## config.mk

```make
export PLATFORM = sky130hd
export DESIGN_NAME = rf_write_scheduler_flat
export DESIGN_NICKNAME = d
export VERILOG_FILES = /design/src/rtl/rf_write_scheduler_pkg.sv /design/src/rtl/rf_write_scheduler_if.sv /design/src/rtl/rf_write_scheduler_skid.sv /design/src/rtl/rf_write_scheduler.sv /design/src/flat_wrapper.sv
export SDC_FILE = /design/constraint.sdc
export NUM_CORES = 1
export LEC_CHECK = 0
export ABC_CLOCK_PERIOD_IN_PS = 3050
export CELL_PAD_IN_SITES_DETAIL_PLACEMENT = 1
export CELL_PAD_IN_SITES_GLOBAL_PLACEMENT = 1
export CORE_ASPECT_RATIO = 0.5
export CORE_MARGIN = 2
export CORE_UTILIZATION = 43
export DETAILED_ROUTE_END_ITERATION = 10
export PLACE_DENSITY = 0.82
export SYNTH_ARGS = -nofsm -noshare
export SYNTH_HDL_FRONTEND = slang
export SYNTH_SLANG_ARGS = --single-unit
```

## constraint.sdc

```tcl
create_clock -name clk -period 3.05 [get_ports clk]
set_input_delay 0.4575 -clock clk [delete_from_list [all_inputs] [get_ports clk]]
set_output_delay 0.4575 -clock clk [all_outputs]
set_load 0.02 [all_outputs]
```

## src/rtl/rf_write_scheduler_pkg.sv

```systemverilog
// Shared types and defaults for the register-file write-port scheduler.
package rf_write_scheduler_pkg;

  localparam int DATA_W_DEF    = 8;
  localparam int REG_AW_DEF    = 3;
  localparam int MAT_WORDS_DEF = 4;
  localparam int MAT_BASE_DEF  = 0;

  typedef enum logic [1:0] {
    IDLE     = 2'd0,
    MAT_PEND = 2'd1,
    MAT      = 2'd2
  } state_e;

  // Burst counter width; a one-word burst still needs a 1-bit counter.
  function automatic int cnt_w(input int n);
    return (n > 1) ? $clog2(n) : 1;
  endfunction

endpackage

```

## src/rtl/rf_write_scheduler_if.sv

```systemverilog
// WB / matrix / register-file bundle seen by the write scheduler.
interface rf_write_scheduler_if
  import rf_write_scheduler_pkg::*;
#(
  parameter int DATA_W    = DATA_W_DEF,
  parameter int REG_AW    = REG_AW_DEF,
  parameter int MAT_WORDS = MAT_WORDS_DEF
) ();

  logic                        wb_valid;
  logic [REG_AW-1:0]           wb_dest;
  logic [DATA_W-1:0]           wb_data;
  logic                        wb_ready;
  logic                        mat_start;
  logic [DATA_W*MAT_WORDS-1:0] mat_result;
  logic                        mat_busy;
  logic                        mat_done;
  logic                        mat_overrun;
  logic                        rf_we;
  logic [REG_AW-1:0]           rf_waddr;
  logic [DATA_W-1:0]           rf_wdata;
  logic                        pipe_stall;

  modport slave (
    input  wb_valid, wb_dest, wb_data, mat_start, mat_result,
    output wb_ready, mat_busy, mat_done, mat_overrun,
           rf_we, rf_waddr, rf_wdata, pipe_stall
  );

  modport master (
    output wb_valid, wb_dest, wb_data, mat_start, mat_result,
    input  wb_ready, mat_busy, mat_done, mat_overrun,
           rf_we, rf_waddr, rf_wdata, pipe_stall
  );

endinterface

```

## src/rtl/rf_write_scheduler_skid.sv

```systemverilog
// One-entry holding register for a WB write that arrives while the port is busy.
module rf_skid_buffer #(
  parameter int DATA_W = 8,
  parameter int REG_AW = 3
) (
  input  logic              clk,
  input  logic              reset_n,
  input  logic              load_i,
  input  logic              drain_i,
  input  logic [REG_AW-1:0] dest_i,
  input  logic [DATA_W-1:0] data_i,
  output logic              full_o,
  output logic [REG_AW-1:0] dest_o,
  output logic [DATA_W-1:0] data_o
);

  logic              full_q;
  logic [REG_AW-1:0] dest_q;
  logic [DATA_W-1:0] data_q;

  // Load takes priority; the scheduler never loads and drains in one cycle.
  always_ff @(posedge clk or negedge reset_n) begin
    if (!reset_n) begin
      full_q <= 1'b0;
      dest_q <= '0;
      data_q <= '0;
    end else if (load_i) begin
      full_q <= 1'b1;
      dest_q <= dest_i;
      data_q <= data_i;
    end else if (drain_i) begin
      full_q <= 1'b0;
    end
  end

  assign full_o = full_q;
  assign dest_o = dest_q;
  assign data_o = data_q;

endmodule

```

## src/rtl/rf_write_scheduler.sv

```systemverilog
// Arbitrates the single register-file write port between WB and matrix bursts.
// rf_* is registered: whatever is chosen in a cycle shows on the port next cycle.
// cnt_q holds the index of the matrix byte currently on the port.
module rf_write_scheduler
  import rf_write_scheduler_pkg::*;
#(
  parameter int DATA_W    = DATA_W_DEF,
  parameter int REG_AW    = REG_AW_DEF,
  parameter int MAT_WORDS = MAT_WORDS_DEF,
  parameter int MAT_BASE  = MAT_BASE_DEF
) (
  input logic                clk,
  input logic                reset_n,
  rf_write_scheduler_if.slave bus
);

  localparam int               CNT_W = cnt_w(MAT_WORDS);
  localparam logic [CNT_W-1:0] LAST  = CNT_W'(MAT_WORDS - 1);

  state_e                      state_q, state_d;
  logic [CNT_W-1:0]            cnt_q, cnt_d;
  logic [DATA_W*MAT_WORDS-1:0] c_q, c_d;
  logic                        we_q, we_d;
  logic [REG_AW-1:0]           waddr_q, waddr_d;
  logic [DATA_W-1:0]           wdata_q, wdata_d;
  logic                        done_q, done_d, ovr_q, ovr_d;
  logic                        skid_full, skid_load, skid_drain;
  logic [REG_AW-1:0]           skid_dest;
  logic [DATA_W-1:0]           skid_data;
  logic                        wb_acc, mat_busy;

  function automatic logic [REG_AW-1:0] mat_addr(input logic [CNT_W-1:0] idx);
    return REG_AW'(MAT_BASE + int'(idx));
  endfunction

  function automatic logic [DATA_W-1:0] mat_byte(input logic [DATA_W*MAT_WORDS-1:0] c,
                                                 input logic [CNT_W-1:0] idx);
    return c[int'(idx)*DATA_W +: DATA_W];
  endfunction

  rf_skid_buffer #(.DATA_W(DATA_W), .REG_AW(REG_AW)) u_skid (
    .clk     (clk),
    .reset_n (reset_n),
    .load_i  (skid_load),
    .drain_i (skid_drain),
    .dest_i  (bus.wb_dest),
    .data_i  (bus.wb_data),
    .full_o  (skid_full),
    .dest_o  (skid_dest),
    .data_o  (skid_data)
  );

  assign bus.wb_ready = reset_n & ~skid_full;
  assign wb_acc       = bus.wb_valid & bus.wb_ready;
  assign mat_busy     = reset_n & ((state_q != IDLE) | bus.mat_start);

  // Next-state, port selection and skid control.
  always_comb begin
    state_d    = state_q;
    cnt_d      = cnt_q;
    c_d        = c_q;
    we_d       = 1'b0;
    waddr_d    = waddr_q;
    wdata_d    = wdata_q;
    done_d     = 1'b0;
    ovr_d      = ovr_q | (bus.mat_start & (state_q != IDLE));
    skid_load  = 1'b0;
    skid_drain = 1'b0;
    unique case (state_q)
      IDLE: begin
        // Older writes first: a held skid entry, else the live WB write.
        if (skid_full) begin
          we_d = 1'b1; waddr_d = skid_dest; wdata_d = skid_data; skid_drain = 1'b1;
        end else if (wb_acc) begin
          we_d = 1'b1; waddr_d = bus.wb_dest; wdata_d = bus.wb_data;
        end
        if (bus.mat_start) begin
          c_d   = bus.mat_result;
          cnt_d = '0;
          if (we_d) begin
            state_d = MAT_PEND;
          end else begin
            we_d = 1'b1; waddr_d = mat_addr('0); wdata_d = mat_byte(bus.mat_result, '0);
            state_d = MAT;
          end
        end
      end
      MAT_PEND: begin
        skid_load = wb_acc;
        we_d = 1'b1; waddr_d = mat_addr('0); wdata_d = mat_byte(c_q, '0);
        cnt_d   = '0;
        state_d = MAT;
      end
      MAT: begin
        skid_load = wb_acc;
        if (cnt_q == LAST) begin
          // Last byte is on the port now; the skid entry follows it, so it wins.
          cnt_d   = '0;
          state_d = IDLE;
          done_d  = 1'b1;
          if (skid_full) begin
            we_d = 1'b1; waddr_d = skid_dest; wdata_d = skid_data; skid_drain = 1'b1;
          end
        end else begin
          cnt_d = cnt_q + 1'b1;
          we_d = 1'b1; waddr_d = mat_addr(cnt_d); wdata_d = mat_byte(c_q, cnt_d);
        end
      end
      default: state_d = IDLE;
    endcase
  end

  // State and registered write port; reset aborts any burst in flight.
  always_ff @(posedge clk or negedge reset_n) begin
    if (!reset_n) begin
      state_q <= IDLE;
      cnt_q   <= '0;
      c_q     <= '0;
      we_q    <= 1'b0;
      waddr_q <= '0;
      wdata_q <= '0;
      done_q  <= 1'b0;
      ovr_q   <= 1'b0;
    end else begin
      state_q <= state_d;
      cnt_q   <= cnt_d;
      c_q     <= c_d;
      we_q    <= we_d;
      waddr_q <= waddr_d;
      wdata_q <= wdata_d;
      done_q  <= done_d;
      ovr_q   <= ovr_d;
    end
  end

  assign bus.rf_we       = we_q;
  assign bus.rf_waddr    = waddr_q;
  assign bus.rf_wdata    = wdata_q;
  assign bus.mat_done    = done_q;
  assign bus.mat_overrun = ovr_q;
  assign bus.mat_busy    = mat_busy;
  assign bus.pipe_stall  = mat_busy | skid_full;

endmodule
```

## src/flat_wrapper.sv

```systemverilog
// flat-port wrapper written by rule: the top's interface ports become plain ports
module rf_write_scheduler_flat import rf_write_scheduler_pkg::*;
#(
  parameter int DATA_W    = DATA_W_DEF,
  parameter int REG_AW    = REG_AW_DEF,
  parameter int MAT_WORDS = MAT_WORDS_DEF,
  parameter int MAT_BASE  = MAT_BASE_DEF
)
  (clk, reset_n, bus_wb_valid, bus_wb_dest, bus_wb_data, bus_mat_start, bus_mat_result, bus_wb_ready, bus_mat_busy, bus_mat_done, bus_mat_overrun, bus_rf_we, bus_rf_waddr, bus_rf_wdata, bus_pipe_stall);
  rf_write_scheduler_if #(.DATA_W(DATA_W), .REG_AW(REG_AW), .MAT_WORDS(MAT_WORDS)) bus_i ();
  input logic clk;
  input logic reset_n;
  input wire logic [$bits(bus_i.wb_valid)-1:0] bus_wb_valid;
  input wire logic [$bits(bus_i.wb_dest)-1:0] bus_wb_dest;
  input wire logic [$bits(bus_i.wb_data)-1:0] bus_wb_data;
  input wire logic [$bits(bus_i.mat_start)-1:0] bus_mat_start;
  input wire logic [$bits(bus_i.mat_result)-1:0] bus_mat_result;
  output wire logic [$bits(bus_i.wb_ready)-1:0] bus_wb_ready;
  output wire logic [$bits(bus_i.mat_busy)-1:0] bus_mat_busy;
  output wire logic [$bits(bus_i.mat_done)-1:0] bus_mat_done;
  output wire logic [$bits(bus_i.mat_overrun)-1:0] bus_mat_overrun;
  output wire logic [$bits(bus_i.rf_we)-1:0] bus_rf_we;
  output wire logic [$bits(bus_i.rf_waddr)-1:0] bus_rf_waddr;
  output wire logic [$bits(bus_i.rf_wdata)-1:0] bus_rf_wdata;
  output wire logic [$bits(bus_i.pipe_stall)-1:0] bus_pipe_stall;
  assign bus_i.wb_valid = bus_wb_valid;
  assign bus_i.wb_dest = bus_wb_dest;
  assign bus_i.wb_data = bus_wb_data;
  assign bus_i.mat_start = bus_mat_start;
  assign bus_i.mat_result = bus_mat_result;
  assign bus_wb_ready = bus_i.wb_ready;
  assign bus_mat_busy = bus_i.mat_busy;
  assign bus_mat_done = bus_i.mat_done;
  assign bus_mat_overrun = bus_i.mat_overrun;
  assign bus_rf_we = bus_i.rf_we;
  assign bus_rf_waddr = bus_i.rf_waddr;
  assign bus_rf_wdata = bus_i.rf_wdata;
  assign bus_pipe_stall = bus_i.pipe_stall;
  rf_write_scheduler #(.DATA_W(DATA_W), .REG_AW(REG_AW), .MAT_WORDS(MAT_WORDS), .MAT_BASE(MAT_BASE)) u_core (.clk(clk), .reset_n(reset_n), .bus(bus_i));
endmodule
```

==> metrics.txt, run 1 <==
core area 0.00735 mm²; crit end category primary output; die width 127 µm; clk_lat worst skew 0.33 ns; First-pass DRT Iterations 4; #FFs+latches synth 62; post-synth cell types 35; count leader, synth dfrtp_1; grt ovf 0; fmax 350 MHz; number of global-route vias before repair 3048; CTS Sinks 62; clock-pin slew on the worst setup and hold paths 0.05 ns; power after layout 4.34 mW; Area Growth Syn to Fin 30.3%; gpl congestion 0.884; Starting Density 44.5%; skew final 0.00381 ns; Resized cells post-CTS 0; Mapped Area 0.00327 mm²; Cell Pwr Density 1020 mW/mm²; Port-buffer cells 63; IO Pins 64; DP HPWL 6600 µm; worst slew pin tran 0.532 ns; # rows 22; DRC 0; die area 0.00835 mm²; layout cells sized above 1 19.7%; GRT Util Overall 25.8%; postcts setup bufs 0; Hold Path Class in -> async; Setup crit start kind register; CTS root buf clkbuf_16; Sum Neg Setup Slack 0 ns; setup slack, reg-to-reg 0.64 ns; CP Data Required Time 2.59 ns; Rel. slew slack 64.6%; crit path max fanout 7; H-tree depth 3; first-pass GRT wire length 16100 µm; share of the synthesized area in the top cell type 47.5%; # hold bufs at CTS 0; Peak VDD IR 0.378 mV; max cap viols 0; final net count 426; Synth area leaders dfrtp_1 (47%), mux2_2 (16%), mux2i_1 (4.9%); top_reg_cell synth dfrtp_1; # fillers 799; sequential area share after synthesis 47.5%; Critical Path AT 2.40 ns; Synth Net Count 362; post-DR vias/cell 5.80; Ant. Diodes 0; clk buf depth 2; post-synthesis cell count 309; fin. max-slew vios 0; worst hold margin 0.0327 ns; Synth Area per Inst 10.6 µm²; die height 65.6 µm; DRT antenna net count 0; via count 2738; warning count from the yosys run 0; drt wl/cell 20.8 µm; final WL 9840 µm; Crit Path Category reg -> out; status complete, no violations; Post-synth EDFFs 0; cts bufs inserted 9; Setup-failing EPs final 0; Pleak 1.80 nW; min Tclk post-route 2.85 ns; Synth top cells by count dfrtp_1 (62), mux2_2 (45), nor2_1 (27); Post-Layout Cell Count 472; dominant cell type by area after synthesis dfrtp_1; placed insts 458; final worst-path cycle share 93.6%; CTS tree yes; unrepaired setup endpoints after global routing no; largest net degree at the start of global routing 34; initial antenna violation count 0; Iter 0 DRT Violations 215; Post-synth ARST share 100%; final hold violations 0
-- metrics by stage --
step                area [µm²]  setup WS (ns)  util, %
detailed placement        3980          0.519     54.2
global route              4260          0.141     57.9
finish                    4260          0.196     57.9
CTS                       4260          0.217     57.9
global placement          3980          0.539     54.2
floorplan                 3270           1.22        -
-- state kept, by name (all words and copies together), names as in the netlist --
| signal | cells |
|---|---|
| u_core.u_skid.data_o | 8 |
| u_core.u_skid.full_o | 1 |
| u_core.bus.mat_overrun | 1 |
| u_core.cnt_q | 2 |
| u_core.state_q | 2 |
| u_core.u_skid.dest_o | 3 |
| u_core.bus.mat_done | 1 |
| u_core.bus.rf_wdata | 8 |
| u_core.c_q | 32 |
| u_core.bus.rf_waddr | 3 |
| u_core.bus.rf_we | 1 |
-- cell usage in the layout (no fill, tap or decap), drive strengths merged --
master	Yosys	layout
clkdlybuf4s50	0	62
dfrtp	62	62
mux2	45	45
nor2	27	27
o21ai	22	22
o221ai	18	18
inv	16	16
nand2	16	16
mux2i	16	16
a21oi	14	14
buf	15	14
clkbuf	8	13
nand3	12	12
a31oi	8	8
ha	6	6
nor2b	3	3
and2	2	2
nand2b	2	2
a21o	2	2
o31ai	2	2
a221oi	2	2
a22oi	2	2
nand4	2	2
nor3	1	1
or2	1	1
a211oi	1	1
or2b	1	1
or3b	1	1
nand3b	1	1
a32oi	1	1
clkinv	0	1
-- where the power goes --
group	leakage [nW]	total, mW	internal [mW]	switching (mW)
Clock	0.138	0.949	0.605	0.345
Sequential	0.743	1.51	1.22	0.287
Combinational	0.919	1.88	0.901	0.981
-- kinds of logic after synthesis --
| family | Yosys count | synth area share [%] |
|---|---|---|
| AOI/OAI and AO/OA | 72 | 14.5 |
| adders and majority gates | 6 | 2.30 |
| buffers and inverters | 39 | 5.74 |
| DFF | 62 | 47.5 |
| muxes | 61 | 20.4 |
| and+or+nand+nor | 69 | 9.58 |
-- layer usage --
metal / track usage, % / wire length [µm] / up-vias
li1: - / - / 1247
met1: 30.3 / 4090 / 1398
met2: 47.0 / 5080 / 73
met3: 5.54 / 484 / 20
met4: 9.89 / 184 / 0
met5: 0 / 0 / -
-- area by class of cell --
cell class | instances | area, µm² | area share [%]
sequential | 62 | 1550 | 36.4
multi-input combinational | 208 | 1530 | 35.9
timing repair buffer | 76 | 723 | 17.0
clock buffer | 13 | 270 | 6.35
tap | 96 | 120 | 2.82
inverter | 16 | 60.1 | 1.41
clock inverter | 1 | 5.00 | 0.118
-- worst max-delay path: stages (launching register included) --
cell	delay [ns]
dfrtp_1	0.44
inv_1	0.12
ha_1	0.32
nand2b_1	0.17
and2_1	0.20
or2_2	0.27
clkdlybuf4s50_1	0.55
-- path summary, 6_finish.rpt --
path / endpoint / depth (start not counted) / start
max: bus_pipe_stall / 6 / u_core.state_q[0]
min: u_core.u_skid.data_o[3] / 1 / reset_n
max reg2reg: u_core.bus.rf_waddr[1] / 8 / u_core.state_q[0]
min reg2reg: u_core.bus.mat_overrun / 1 / u_core.bus.mat_overrun
max in group asynchronous: u_core.c_q[24] / 2 / reset_n
min in group clk: u_core.bus.mat_overrun / 1 / u_core.bus.mat_overrun
(Power assumes the default switching activity.)
==> run 2: changes to the inputs <==
CORE_MARGIN = 8   (was 2)
REMOVE_ABC_BUFFERS = 1   (was default)
==> metrics.txt, run 2 (synthesis gave the netlist of run 1 again) <==
status complete, no violations; initial antenna violation count 0 (unchanged); number of global-route vias before repair 3021 (-0.89%); cts bufs inserted 9 (unchanged); Crit Path Category reg -> out; Sum Neg Setup Slack 0 ns (unchanged); final WL 10000 µm (+1.7%); min Tclk post-route 2.70 ns (-0.149 ns); max cap viols 0 (unchanged); GRT Util Overall 19.2% (-6.6 points); Setup crit start kind register; post-DR vias/cell 5.66 (-2.5%); CP Data Required Time 2.59 ns (about the same); via count 2670 (-2.5%); Ant. Diodes 0 (unchanged); CTS root buf clkbuf_16; die height 77.6 µm (+18%); pre-CTS WS 0.564 ns (+0.0453 ns); Starting Density 44.5% (unchanged); Resized cells post-CTS 0 (unchanged); IO Pins 64 (unchanged); # hold bufs at CTS 0 (unchanged); Max stage delay cell, worst path clkdlybuf4s50_1; H-tree depth 3 (unchanged); worst slew pin tran 0.642 ns (+0.110 ns); Area Growth Syn to Fin 30.6%; layout cells sized above 1 19.9% (+0.27 points); number of flip-flops in the largest register 32 (unchanged); Pleak 1.81 nW (+0.34%); clk_lat worst skew 0.33 ns (about the same); setup ws final 0.345 ns (+0.149 ns); DRT antenna net count 0 (unchanged); Critical Path, Cell by Cell inv_1 > ha_1 > nand2b_1 > and2_1 > or2_2 > clkdlybuf4s50_1; final instance area 0.00427 mm² (+0.21%); Iter 0 DRT Violations 206 (-4.2%); Rel. slew slack 57.1% (-7.5 points); clk buf depth 2 (unchanged); grt ovf 0 (unchanged); drt wl/cell 21.2 µm (+1.7%); Cell Pwr Density 1020 mW/mm² (about the same); DRC 0 (unchanged); Peak VDD IR 0.479 mV (+27%); First-pass DRT Iterations 4 (unchanged); # rows 22 (unchanged); largest register by flop count u_core.c_q; final net count 424 (-0.47%); postcts setup bufs 0 (unchanged); largest net degree at the start of global routing 51 (+50%); CTS tree yes; final worst-path cycle share 88.7% (-4.9 points); first-pass GRT wire length 16200 µm (+1.1%); die width 139 µm (+9.4%); final hold violations 0 (unchanged); die area 0.0108 mm² (+29%); Hold Path Class in -> async; fin util 58.1% (+0.12 points); slowest stage delay, CP 0.54 ns (about the same); worst hold margin 0.0306 ns (-0.00214 ns); placed insts 456 (-0.44%); fmax 370 MHz (+5.5%); DP HPWL 6840 µm (+3.6%); Post-Layout Cell Count 472 (unchanged); Critical Path AT 2.25 ns (-0.15 ns); unrepaired setup endpoints after global routing no; Setup-failing EPs final 0 (unchanged); CTS Sinks 62 (unchanged); placed cell areas 0.00398 mm² (about the same); commonest cells after routing, fill and taps aside clkdlybuf4s50_1 (62), dfrtp_1 (62), mux2_2 (45), nor2_1 (27), o221ai_1 (17); clock-pin slew on the worst setup and hold paths 0.05 ns (about the same); skew final 0.00335 ns (-0.000464 ns); crit path max fanout 7 (unchanged); fin. max-slew vios 0 (unchanged); core area 0.00735 mm² (unchanged); Port-buffer cells 63 (unchanged); crit end category primary output; gpl congestion 0.820 (-7.2%); power after layout 4.35 mW (+0.27%)
-- run 2: changes by cell type in the layout (fill, tap and decap cells not counted), sizes merged --
cell    delta
clkinv     +3
buf        -2
clkbuf     -1
-- run 2: worst max-delay path: cells and delay by family (launching register included) --
| kind | cells | cell delay (ns) |
|---|---|---|
| buffers and inverters | 2 | 0.64 |
| DFF | 1 | 0.43 |
| adders and majority gates | 1 | 0.29 |
| and+or+nand+nor | 3 | 0.54 |
-- run 2: final cells by class --
cell class	instances	area [µm²]
Clock buffer	12	267
Tap cell	96	120
Sequential cell	62	1550
Timing Repair Buffer	74	721
Fill cell	789	3080
Inverter	16	60.1
Clock inverter	4	20.0
Multi-Input combinational cell	208	1530
-- run 2: path summary, 6_finish.rpt --
kind | startpoint | to | slack (ns) | cells after the start
setup reg to reg | u_core.state_q[0] | u_core.bus.rf_waddr[1] | 0.74 | 8
hold / removal | reset_n | u_core.u_skid.full_o | 0.03 | 1
hold reg to reg | u_core.bus.mat_overrun | u_core.bus.mat_overrun | 0.48 | 1
min in group clk | u_core.bus.mat_overrun | u_core.bus.mat_overrun | 0.48 | 1
max in group asynchronous | reset_n | u_core.c_q[23] | 2.46 | 2
setup / recovery | u_core.state_q[0] | bus_pipe_stall | 0.35 | 6
-- run 2: power by group --
group	internal (mW)	switching (mW)	total [mW]
Combinational	0.897	0.984	1.88
Clock	0.610	0.365	0.974
Sequential	1.22	0.276	1.50
-- run 2: layer usage --
metal  part of all wire, %  wire, µm  GRT usage, %
met4                   1.0       102          7.60
met2                    52      5160          33.2
met1                    42      4160          22.3
met3                   5.9       591          5.49
met5                     0         0             0
==> run 3: changes to the inputs <==
GPL_TIMING_DRIVEN = 0   (was default)
==> metrics.txt, run 3 (synthesis gave the netlist of run 1 again) <==
clk_lat worst skew 0.33 ns (about the same); number of global-route vias before repair 3021 (unchanged); Sw Share 35.2% (-2.1 points); core area 0.00735 mm² (unchanged); Starting Density 44.5% (unchanged); largest register by flop count u_core.c_q; gpl congestion 0.843 (+2.8%); Critical Path AT 3.00 ns (+0.75 ns); clock-pin slew on the worst setup and hold paths 0.05 ns (about the same); CTS tree yes; Cell Pwr Density 1060 mW/mm² (+3.6%); fin. max-slew vios 0 (unchanged); Setup crit start kind input port; max cap viols 0 (unchanged); final WL 9560 µm (-4.5%); CP Data Required Time 3.26 ns (+0.67 ns); Iter 0 DRT Violations 165 (-20%); Critical Path, Cell by Cell clkdlybuf4s50_1 > and2_1 > nand3_1 > mux2_2; Clk network pwr share 26.4% (+4.0 points); commonest cells after routing, fill and taps aside clkdlybuf4s50_1 (61), dfrtp_1 (61), mux2_2 (45), nor2_1 (27), o221ai_1 (17); DRT antenna net count 0 (unchanged); die height 77.6 µm (unchanged); Crit Path Category in -> reg; setup ws final 0.260 ns (-0.0855 ns); initial antenna violation count 0 (unchanged); Ant. Diodes 0 (unchanged); post-DR vias/cell 5.76 (+1.8%); postcts setup bufs 0 (unchanged); largest net degree at the start of global routing 77 (+51%); Max stage delay cell, worst path clkdlybuf4s50_1; area of the multi-input gates 0.00153 mm² (+0.41%); Reg power frac 34.8% (+0.4 points); unrepaired setup endpoints after global routing no; setup slack, reg-to-reg 0.30 ns (-0.44 ns); # rows 22 (unchanged); crit path max fanout 13 (+6); Hold Path Class in -> async; min Tclk post-route 2.79 ns (+0.0855 ns); WP buf/inv 1 (-1); crit-path leading delay family simple AND/OR/NAND/NOR gates; skew final 0.00463 ns (+0.00128 ns); Area Growth Syn to Fin 30.6% (unchanged); GRT Util Overall 18.4% (-0.77 points); H-tree depth 3 (unchanged); Pleak 1.79 nW (-0.69%); IO Pins 64 (unchanged); Port-buffer cells 63 (unchanged); crit end category register; final hold violations 0 (unchanged); CTS Sinks 62 (unchanged); fmax 358 MHz (-3.1%); register area 0.00155 mm² (about the same); DRC 0 (unchanged); first-pass GRT wire length 15700 µm (-3.0%); CTS root buf clkbuf_16; die area 0.0108 mm² (unchanged); number of flip-flops in the largest register 32 (unchanged); reg2reg path depth 7 (-1); grt ovf 0 (unchanged); slowest stage delay, CP 0.84 ns (+0.30 ns); final net count 414 (-2.4%); final worst-path cycle share 91.5% (+2.8 points); Rel. slew slack 27.8% (-29 points); die width 139 µm (unchanged); Peak VDD IR 0.438 mV (-8.5%); pre-CTS WS -0.157 ns (-0.721 ns); via count 2660 (-0.37%); power after layout 4.51 mW (+3.6%); status complete, no violations; # fillers 787 (-0.25%); internal power 2.92 mW (+7.1%); combinational share of power 38.8% (-4.4 points); Sw Pwr 1.59 mW (-2.1%); First-pass DRT Iterations 4 (unchanged); layout cells sized above 1 18.6% (-1.4 points); DP HPWL 6340 µm (-7.3%); cts bufs inserted 9 (unchanged); Setup-failing EPs final 0 (unchanged); stages on the worst setup path 4 (-2); drt wl/cell 20.7 µm (-2.4%); clk buf depth 2 (unchanged); worst slew pin tran 1.08 ns (+0.441 ns)
[run 3: changes by cell type in the layout (fill, tap and decap cells not counted), moves of 2 or more]
cell,change
clkinv_2,-4
buf_4,-9
bufinv_16,+2
clkbuf_8,+2
[run 3: power by group through the flow]
stage | clock [mW] | sequential (mW) | combinational (mW)
3_3_place_gp | 0 | 1.53 | 1.65
2_1_floorplan | 0 | 1.54 | 1.11
5_1_grt | 1.25 | 1.62 | 1.92
6_report | 1.19 | 1.57 | 1.75
3_5_place_dp | 0 | 1.57 | 1.75
4_1_cts | 1.21 | 1.56 | 1.77
[run 3: layout make-up]
class | instances | share of cell area, %
Multi-Input combinational cell | 208 | 36.0
Timing Repair Buffer | 64 | 15.1
Inverter | 16 | 1.41
Clock inverter | 2 | 1.41
Clock buffer | 14 | 6.89
Tap cell | 96 | 2.82
Sequential cell | 62 | 36.4
[run 3: worst paths after layout]
check                                     endpoint                    from
max                        u_core.u_skid.data_o[0]            bus_wb_valid
min                                 u_core.c_q[14]                 reset_n
max reg2reg                 u_core.bus.rf_waddr[1]         u_core.cnt_q[0]
min reg2reg                 u_core.bus.mat_overrun  u_core.bus.mat_overrun
max in group asynchronous          u_core.cnt_q[0]                 reset_n
min in group clk            u_core.bus.mat_overrun  u_core.bus.mat_overrun
[run 3: stage by stage]
| stage | hold slack [ns] | area [µm²] | instances | TNS [ns] | utilization (%) |
|---|---|---|---|---|---|
| 2_1_floorplan | 0.162 | 3140 | 286 | 0 | - |
| 3_3_place_gp | 0.447 | 3890 | 445 | -101.63 | 52.9 |
| 3_5_place_dp | 0.447 | 3910 | 446 | -4.70 | 53.1 |
| 4_1_cts | 0.293 | 4260 | 462 | 0 | 58.0 |
| 5_1_grt | 0.334 | 4270 | 462 | 0 | 58.1 |
| 6_report | 0.248 | 4270 | 462 | 0 | 58.1 |
[run 3: timing repair]
action | in CTS | in global routing
hold buffers | 0 | 0
endpoints found under the setup margin | 0 | 7
resized for setup | 0 | 2
[run 3: routing by layer]
metal | global-route usage, % | up-vias | part of all wire, %
met5 | 0 | - | 0
met4 | 6.95 | 0 | 0.90
met3 | 4.58 | 8 | 5.8
met2 | 32.7 | 70 | 50
met1 | 21.3 | 1363 | 43
li1 | - | 1219 | -
